--- src/rtl/impulso_pkg.sv ---
// Shared definitions for the impulse-to-pulse stretcher: state encoding,
// status counter width and a constant-friendly ceil(log2) helper.
package impulso_pkg;

   // The HUECO parameter of the top shares its name with the gap state,
   // so the state literals carry an EST_ prefix to keep both visible.
   typedef enum logic [1:0] {
      EST_REPOSO = 2'd0,
      EST_ACTIVO = 2'd1,
      EST_HUECO  = 2'd2
   } estado_t;

   localparam int CUENTA_W = 8;

   function automatic int clog2(input int valor);
      int r;
      r = 0;
      for (int i = 0; i < 31; i++) begin
         if ((1 << i) < valor) r = i + 1;
      end
      return r;
   endfunction

endpackage

--- src/rtl/contador_descendente.sv ---
// Loadable down-counter that saturates at zero; shared by the pulse and
// gap countdowns of the stretcher.
module contador_descendente #(
   parameter int W = 8
)(
   input  logic         clk,
   input  logic         rst_n,
   input  logic         carga,
   input  logic [W-1:0] valor,
   input  logic         habilita,
   output logic         cero
);

   logic [W-1:0] cuenta_reg;

   always_ff @(posedge clk or negedge rst_n) begin
      if (!rst_n) begin
         cuenta_reg <= '0;
      end else if (carga) begin
         cuenta_reg <= valor;
      end else if (habilita && (cuenta_reg != '0)) begin
         cuenta_reg <= cuenta_reg - 1'b1;
      end
   end

   assign cero = (cuenta_reg == '0);

endmodule

--- src/rtl/impulso_a_pulso.sv ---
// Stretches a one-cycle impulse into a fixed-length pulse, with optional
// hold-off gap and retrigger, plus busy / lost / accepted-count status.
module impulso_a_pulso
   import impulso_pkg::*;
#(
   parameter int ANCHO     = 250,
   parameter int HUECO     = 0,
   parameter int RETRIGGER = 0
)(
   input  logic                clock1k,
   input  logic                resetN,
   input  logic                impulso,
   output logic                pulso,
   output logic                ocupado,
   output logic                perdido,
   output logic [CUENTA_W-1:0] cuentaPulsos
);

   if (ANCHO < 1) begin : g_ancho_invalido
      $error("impulso_a_pulso: ANCHO must be >= 1");
   end
   if (HUECO < 0) begin : g_hueco_invalido
      $error("impulso_a_pulso: HUECO must be >= 0");
   end

   localparam int MAXIMO = (ANCHO > HUECO) ? ANCHO : HUECO;
   localparam int CNT_W  = clog2(MAXIMO + 1);
   localparam logic [CNT_W-1:0] VAL_ANCHO = CNT_W'(ANCHO - 1);
   localparam logic [CNT_W-1:0] VAL_HUECO = (HUECO > 0) ? CNT_W'(HUECO - 1) : '0;

   estado_t estado_reg, estado_next;
   logic    carga, habilita, cero, acepta;
   logic [CNT_W-1:0] valor;

   logic                pulso_reg, pulso_next;
   logic                ocupado_reg, ocupado_next;
   logic                perdido_reg, perdido_next;
   logic [CUENTA_W-1:0] cuenta_reg, cuenta_next;

   contador_descendente #(.W(CNT_W)) u_contador (
      .clk      (clock1k),
      .rst_n    (resetN),
      .carga    (carga),
      .valor    (valor),
      .habilita (habilita),
      .cero     (cero)
   );

   // State and status registers; reset clears everything immediately,
   // which also truncates a pulse in flight.
   always_ff @(posedge clock1k or negedge resetN) begin
      if (!resetN) begin
         estado_reg  <= EST_REPOSO;
         pulso_reg   <= 1'b0;
         ocupado_reg <= 1'b0;
         perdido_reg <= 1'b0;
         cuenta_reg  <= '0;
      end else begin
         estado_reg  <= estado_next;
         pulso_reg   <= pulso_next;
         ocupado_reg <= ocupado_next;
         perdido_reg <= perdido_next;
         cuenta_reg  <= cuenta_next;
      end
   end

   always_comb begin
      estado_next  = estado_reg;
      carga        = 1'b0;
      valor        = VAL_ANCHO;
      habilita     = 1'b0;
      acepta       = 1'b0;
      perdido_next = 1'b0;
      case (estado_reg)
         EST_REPOSO: begin
            if (impulso) begin
               estado_next = EST_ACTIVO;
               carga       = 1'b1;
               acepta      = 1'b1;
            end
         end
         EST_ACTIVO: begin
            if (impulso && (RETRIGGER != 0)) begin
               carga = 1'b1;
            end else begin
               perdido_next = impulso;
               if (!cero) begin
                  habilita = 1'b1;
               end else if (HUECO > 0) begin
                  estado_next = EST_HUECO;
                  carga       = 1'b1;
                  valor       = VAL_HUECO;
               end else begin
                  estado_next = EST_REPOSO;
               end
            end
         end
         EST_HUECO: begin
            perdido_next = impulso;
            if (cero) estado_next = EST_REPOSO;
            else      habilita    = 1'b1;
         end
         default: estado_next = EST_REPOSO;
      endcase
   end

   // Outputs are registered copies derived from the state being entered.
   always_comb begin
      pulso_next   = (estado_next == EST_ACTIVO);
      ocupado_next = (estado_next != EST_REPOSO);
      cuenta_next  = acepta ? cuenta_reg + 1'b1 : cuenta_reg;
   end

   assign pulso        = pulso_reg;
   assign ocupado      = ocupado_reg;
   assign perdido      = perdido_reg;
   assign cuentaPulsos = cuenta_reg;

endmodule

--- config.mk ---
export PLATFORM = sky130hd
export DESIGN_NAME = impulso_a_pulso
export DESIGN_NICKNAME = d
export VERILOG_FILES = /design/src/rtl/impulso_pkg.sv /design/src/rtl/contador_descendente.sv /design/src/rtl/impulso_a_pulso.sv
export SDC_FILE = /design/constraint.sdc
export NUM_CORES = 1
export LEC_CHECK = 0
export ABC_AREA = 1
export CORE_MARGIN = 3
export CORE_UTILIZATION = 55
export DETAILED_ROUTE_END_ITERATION = 7
export PLACE_DENSITY_LB_ADDON = 0.15
export SLEW_MARGIN = 10
export SYNTH_ARGS = -nofsm -noshare
export SYNTH_HDL_FRONTEND = slang
export SYNTH_SLANG_ARGS = --single-unit
--- constraint.sdc ---
create_clock -name clock1k -period 2.85 [get_ports clock1k]
set_clock_uncertainty 0.15 [all_clocks]
set_input_delay 0.7125 -clock clock1k [delete_from_list [all_inputs] [get_ports clock1k]]
set_output_delay 0.7125 -clock clock1k [all_outputs]
set_load 0.02 [all_outputs]
# ---- Word level (Yosys, flattened, before mapping)
# Cells that the tools add are included.
dict set report classes {
  n_addsub 2
  eq_ne 3
  n_mux 10
  reduce_logical 7
}
# cell n
set op_table {}
lappend op_table {{8-bit two-way mux} 2}
lappend op_table {{8-bit by 1-bit adder with 8-bit output (second input constant)} 1}
lappend op_table {{8-bit zero test} 1}
lappend op_table {{8-bit nonzero test} 1}
lappend op_table {{8-bit by 1-bit subtractor with 8-bit output (second input constant)} 1}
lappend op_table {{1-bit two-way mux} 5}
lappend op_table {{2-bit by 1-bit == test with 1-bit output (second input constant)} 2}
lappend op_table {{2-bit two-way mux} 2}
lappend op_table {{2-bit case mux with 2 select lines} 1}
lappend op_table {{2-bit nonzero test} 2}
lappend op_table {{2-bit == test (second input constant)} 1}
lappend op_table {{2-bit zero test} 1}
lappend op_table {{2-bit OR reduction} 1}
lappend op_table {{1-bit logical AND} 1}
dict set report word_totals {
  regBits 21
  input_bits 3
  out_inout_bits 11
  word_cells 28
}

# ---- Longest topological paths before layout
dict set report depth {
  word_depth 6
  depth_mapped 9
  mapped_depth_nobuf 9
}

# ---- By module
# A second synthesis with hierarchy kept.
dict set report hier_totals {
  hier_cells 167
  area_unflattened_um2 1233.7
}
# module instances cells_per_inst area_per_inst_um2 seq_area_each_um2
set by_module_without_submodules {}
lappend by_module_without_submodules {impulso_a_pulso 1 74 636.9 325.3}
lappend by_module_without_submodules {contador_descendente 1 93 596.8 200.2}

# ---- Worst setup path after synthesis
# No wires, ideal clock.
dict set report synth_path {
  path_kind {input to register}
  startpoint {input impulso}
  endpoint {register cuenta_reg[5], in the netlist cuentaPulsos[5]}
  setup_ns 0.124
  arrival_time_ns 1.254
  t_required_ns 2.576
  slack_ns 1.322
  path_stages 4
  path_buffers 0
  path_cell_list {nand2_2 nor3_2 nand3_1 xor2_1}
}
dict set report synth_between {
  elab_chain_len 2
}
# item line
set synth_lines {}
lappend synth_lines {{start: declaration} impulso_a_pulso.sv:12} ;# input logic impulso,
lappend synth_lines {{1-bit two-way mux} impulso_a_pulso.sv:76} ;# if (impulso) begin
lappend synth_lines {{1-bit two-way mux} impulso_a_pulso.sv:74} ;# case (estado_reg)
lappend synth_lines {{end signal: assignment} impulso_a_pulso.sv:63} ;# cuenta_reg <= cuenta_next;
lappend synth_lines {{end: declaration} impulso_a_pulso.sv:38} ;# logic [CUENTA_W-1:0] cuenta_reg, cuenta_next;
# No other way between the ends.
# A chain may end at the register's enable or synchronous reset.

# ---- Worst setup path in the final report
dict set report layout_path {
  startpoint {register cuenta_reg[3], in the netlist cuentaPulsos[3]}
  endpoint {output cuentaPulsos[3]}
}
# item line
set layout_rtl {}
lappend layout_rtl {{end: declaration} impulso_a_pulso.sv:16} ;# output logic [CUENTA_W-1:0] cuentaPulsos
# No word-level cell between the ends.

==> reports/metrics.csv <==
stage,metric,value,unit
timing,Fin. Hold Viols,0,
grt,largest net degree at the start of global routing,22,
timing,final setup vio count,0,
route,1st-iter DRT viols,9,
floorplan,row count,16,
synth,Synth cell types,21,
worst_setup_path,Reg2Reg Depth,6,
worst_setup_path,Setup CP Type,reg -> out,
floorplan,Die H,52.1,um
finish,diode count,0,
flow_run,# Max-Cap Violations,0,
clocking,Clock Sinks,21,
floorplan,initial core utilization,59.1,%
route,post-DR vias/cell,4.92,
synth,post-synthesis net count,148,
worst_setup_path,slowest cell on the critical path,clkdlybuf4s50_1,
timing,Least-Margin Pin Slew,0.355,ns
placement,Port Buf Inserts,13,
route,vias,910,
timing,RSZ-0062 raised after global routing,false,
timing,"Slew Viols, Final",0,
finish,Area Growth Syn to Fin,16.2,%
grt,vias in the first global route,905,
finish,final core utilization,68.7,%
synth,Synth top cells by count,"nand2_1, inv_1, dfrtp_1",
grt,global-route wire length before repair,3770,um
route,router iterations before antenna repair,4,
timing,relative slew slack,76.3,%
clocking,Post-CTS Hold Buffers,0,
route,Routed Antenna Nets,0,
clocking,Num CTS Buffers,3,
min_path,Hold Crit Depth,2,
pwr,leak pwr,0.691,nW
worst_setup_path,CP Cell Sequence,clkdlybuf4s50_1,
placement,Placed Area,1340,um^2
worst_setup_path,CP arrival,1.41,ns
floorplan,die area,2720,um^2
clocking,H-tree depth,1,
timing,fin crit share,79.7,%
route,drt wl/cell,11.6,um
synth,async set-or-reset flop fraction in the synthesized netlist,100,%
worst_setup_path,CP bufs+invs,1,
timing,Final TNS setup,0,ns
floorplan,num ports,14,
timing,fmax,440,MHz
finish,nets,166,
route,total routed wirelength,2150,um
clocking,"Setup Fix Bufs, Post-CTS",0,
synth,share of the synthesized area in the top cell type,44.9,%
clocking,clock latency on the worst-skew pair,0.30,ns
synth,top post-synthesis cells by area,"dfrtp_1, nand2_1, inv_1, nand3_1, xor2_1",
synth,syn avg cell area,8.31,um^2
min_path,Hold Crit Class,reg -> reg,
synth,Ys Warns,0,
timing,Tmin final,2.27,ns
synth,"Top FF cell, synth",dfrtp_1,
clocking,clock slew at reported path FFs,0.11,ns
placement,Final HPWL DP,1540,um
worst_setup_path,CP endpoint kind,output port,
worst_setup_path,WP data required,1.99,ns
clocking,Resize count post-CTS,0,
synth,Post-Syn Area,1170,um^2
worst_setup_path,family with the most delay on the worst path,buffers and inverters,
clocking,CTS tree,yes,
synth,Post-Syn Instances,141,
route,DRC Markers,0,
synth,sequential share of the synthesized area,44.9,%
floorplan,Core Box Area,1980,um^2
floorplan,Die X,52.1,um
clocking,Clock Tree Root,clkbuf_4,
synth,largest area contributor in the netlist,dfrtp_1,
clocking,CTS Buffer Depth,2,
run_status,result of the run,"finished, final reports clean",
synth,most numerous cell in the Yosys netlist,nand2_1,
synth,number of synthesized flops with an enable pin,0,
pwr,VDD IR max,735,uV
worst_setup_path,CP peak stage delay,0.64,ns
finish,share of layout cells above drive strength 1,11.4,%
grt,GRT Util Overall,18.8,%
synth,Yosys reg bits,21,
worst_setup_path,Critical Path Start Type,flip-flop,
worst_setup_path,crit-path max FO,6,
worst_setup_path,critical path depth,1,
grt,antenna violations before repair,0,
grt,grt ovf,0,
pwr,PwrDens,1080,nW/um^2
finish,fin area,1360,um^2
placement,GP Congestion,0.788,
## kinds of logic after synthesis
kind of cell	count (synthesis)	share of synthesized area [%]
flip-flops	21	44.9
AO/OA/AOI/OAI	9	5.77
XOR/XNOR	8	5.98
buffers and inverters	24	8.01
AND/OR/NAND/NOR	75	31.1
adder cells (fa/ha/maj)	4	4.27
## cell type report
cell class | count | area [um^2]
fill | 166 | 621
inverter | 23 | 86.3
sequential | 21 | 526
clock buffer | 4 | 26.3
multi-input combinational | 96 | 552
tap | 27 | 33.8
timing repair buffer | 14 | 138
## cell usage in the layout, fill, tap and decap left out
| master | n |
|---|---|
| a21oi_1 | 1 |
| o21ai_0 | 4 |
| nor2_4 | 1 |
| nand4_1 | 5 |
| nor2_2 | 2 |
| inv_1 | 23 |
| o21ai_4 | 1 |
| clkbuf_1 | 1 |
| clkbuf_4 | 3 |
| nand2_2 | 2 |
| xnor2_1 | 2 |
| nand3_1 | 14 |
| nor3_2 | 2 |
| buf_4 | 1 |
| dfrtp_1 | 21 |
| clkdlybuf4s50_1 | 13 |
| o21ai_2 | 3 |
| nor2_1 | 10 |
| nand2_1 | 35 |
| nand3_2 | 1 |
| ha_1 | 4 |
| xor2_1 | 6 |
| nand2_4 | 2 |
| nor3_1 | 1 |
## path summary, 6_finish.rpt
path                       slack, ns                                 start                              endpoint
setup / recovery                0.58           cuentaPulsos[3]$_DFFE_PN0P_                       cuentaPulsos[3]
hold / removal                  0.39  u_contador.cuenta_reg[0]$_DFFE_PN0P_  u_contador.cuenta_reg[0]$_DFFE_PN0P_
setup reg to reg                1.08               estado_reg[1]$_DFF_PN0_           cuentaPulsos[5]$_DFFE_PN0P_
hold reg to reg                 0.39  u_contador.cuenta_reg[0]$_DFFE_PN0P_  u_contador.cuenta_reg[0]$_DFFE_PN0P_
max in group asynchronous       1.76                                resetN           cuentaPulsos[3]$_DFFE_PN0P_
min in group asynchronous       0.58                                resetN  u_contador.cuenta_reg[4]$_DFFE_PN0P_
## through the flow
stage,instances,power [mW],setup WS (ns),hold WS (ns)
floorplan,141,1.08,1.32,0.267
global placement,181,1.31,0.573,0.368
detailed placement,181,1.33,0.536,0.366
CTS,185,1.48,0.578,0.395
global route,185,1.60,0.530,0.424
finish,185,1.47,0.578,0.387
## where the power goes
part,internal (mW),switching [mW]
clock network,0.0545,0.0922
logic,0.315,0.456
registers,0.425,0.132
## routing by layer
| layer | global-route usage [%] | part of all wire [%] |
|---|---|---|
| met2 | 29.7 | 46 |
| met5 | 0 | 0 |
| met4 | 7.66 | 1.3 |
| met1 | 25.4 | 51 |
| met3 | 3.44 | 2.1 |
Power figures use the tool's default switching activity.
==> RTL edit: new RTL, same settings <==
Make the reset (`resetN` and `rst_n`) synchronous in 2 clocked blocks.
--- a/src/rtl/contador_descendente.sv
+++ b/src/rtl/contador_descendente.sv
@@ -13,7 +13,7 @@
 
    logic [W-1:0] cuenta_reg;
 
-   always_ff @(posedge clk or negedge rst_n) begin
+   always_ff @(posedge clk) begin
       if (!rst_n) begin
          cuenta_reg <= '0;
       end else if (carga) begin
--- a/src/rtl/impulso_a_pulso.sv
+++ b/src/rtl/impulso_a_pulso.sv
@@ -48,7 +48,7 @@
 
    // State and status registers; reset clears everything immediately,
    // which also truncates a pulse in flight.
-   always_ff @(posedge clock1k or negedge resetN) begin
+   always_ff @(posedge clock1k) begin
       if (!resetN) begin
          estado_reg  <= EST_REPOSO;
          pulso_reg   <= 1'b0;
Formal check against the unedited RTL: differs if resetN is asserted again (counterexample within 4 cycles, from zero or initial values and one cycle with resetN low); with resetN held inactive, the same outputs for 10 cycles.
==> RTL edit against the original RTL <==
- critical path depth unchanged
- area after synthesis down 5.0%
- non-clock buffer count unchanged
- routed wire length up 2.3%
- setup slack better by 0.029 ns
- critical path type unchanged
- sequential cell count unchanged
- sequential share of layout area down 6.2 points
- final area down 4.6%
- largest cell class unchanged
Power is not compared: it rests on default switching activity, and its combinational part moved more than twofold at a synthesized area within 25%.
==> RTL edit: results <==
[worst_hold_path]
worstHoldStart = cuentaPulsos[6]
hold_path.class = flop to flop

[worst_setup_path]
critPathMaxFanout = 6
rr_startpoint = estado_reg[0]
cp_data_arrival_time_ns = 1.38
startpoint = cuentaPulsos[3]

[timing]
slew_headroom_pct = 82.3

[detailed_routing]
wire_per_inst_um = 11.0
drt-initial-drc-count = 22
vias = 1006

[synthesis]
netlist_top_cells_area = dfxtp_1 38%, nand2_1 11%, inv_1 9.1%
synthArstFlopShare_pct = 0
synth_cell_types = 24
ys_seq_area_share_pct = 37.8
ys.flop_type = dfxtp_1
synth_commonest_cells = 33 x nand2_1, 27 x inv_1, 21 x dfxtp_1, 21 x nor2_1
synth_nets = 167

[grt]
grt_pass1_vias = 947
grtUsageMet1_pct = 22.9
grt_pass1_wl_um = 3930
grt_max_degree = 19
met3_usage_pct = 5.54
met2_usage_pct = 35.0
grt_usage_pct = 19.9

[finish]
nets = 184
drive_gt1_share_pct = 9.71
nFillCells = 160

[placement]
hpwl_um = 1650
place_ws_ns = 0.600
place_congestion = 0.785

[status]
status = finished clean

[clock_network]
worstSkewPairLatency_ns = 0.32

[floorplanning]
core_area_um2 = 1820
[RTL edit: final cells by class]
| cell class | count | area [um2] | share of cell area, % |
|---|---|---|---|
| multi-input cells | 109 | 578 | 44.5 |
| flip-flops and latches | 21 | 420 | 32.4 |
| repair buffers | 14 | 138 | 10.6 |
| inverters | 27 | 101 | 7.80 |
| well taps | 25 | 31.3 | 2.41 |
| clock buffers | 3 | 22.5 | 1.73 |
| clock inverters | 1 | 7.51 | 0.578 |
[RTL edit: final timing paths]
path	cells after the start	endpoint	slack [ns]
max	1	cuentaPulsos[3]	0.61
min	2	cuentaPulsos[6]	0.37
max reg2reg	7	cuentaPulsos[5]	1.21
min reg2reg	2	cuentaPulsos[6]	0.37
[RTL edit: through the flow]
stage | instance area, um2 | util [%] | std cells
finish | 1300 | 71.3 | 200
global route | 1300 | 71.3 | 200
CTS | 1300 | 71.3 | 200
detailed placement | 1270 | 69.7 | 196
global placement | 1270 | 69.7 | 196
floorplan | 1110 | - | 159
[RTL edit: kinds of logic (layout without fill, tap and decap cells)]
| family | after synthesis | count (layout) | share of synthesized area [%] |
|---|---|---|---|
| compound gates | 24 | 24 | 12.6 |
| flops | 21 | 21 | 37.8 |
| simple gates | 80 | 80 | 33.7 |
| fa+ha+maj | 5 | 5 | 5.62 |
| buf+inv | 29 | 45 | 10.2 |
[RTL edit: power by group]
part / internal [mW] / switching (mW)
Clock: 0.0537 / 0.0972
Combinational: 0.0643 / 0.110
Sequential: 0.315 / 0.0186
[RTL edit: metal layers]
metal,wire [um],vias up
li1,-,535
met1,966,451
met2,1110,16
met3,90,4
met4,26,0
met5,0,-
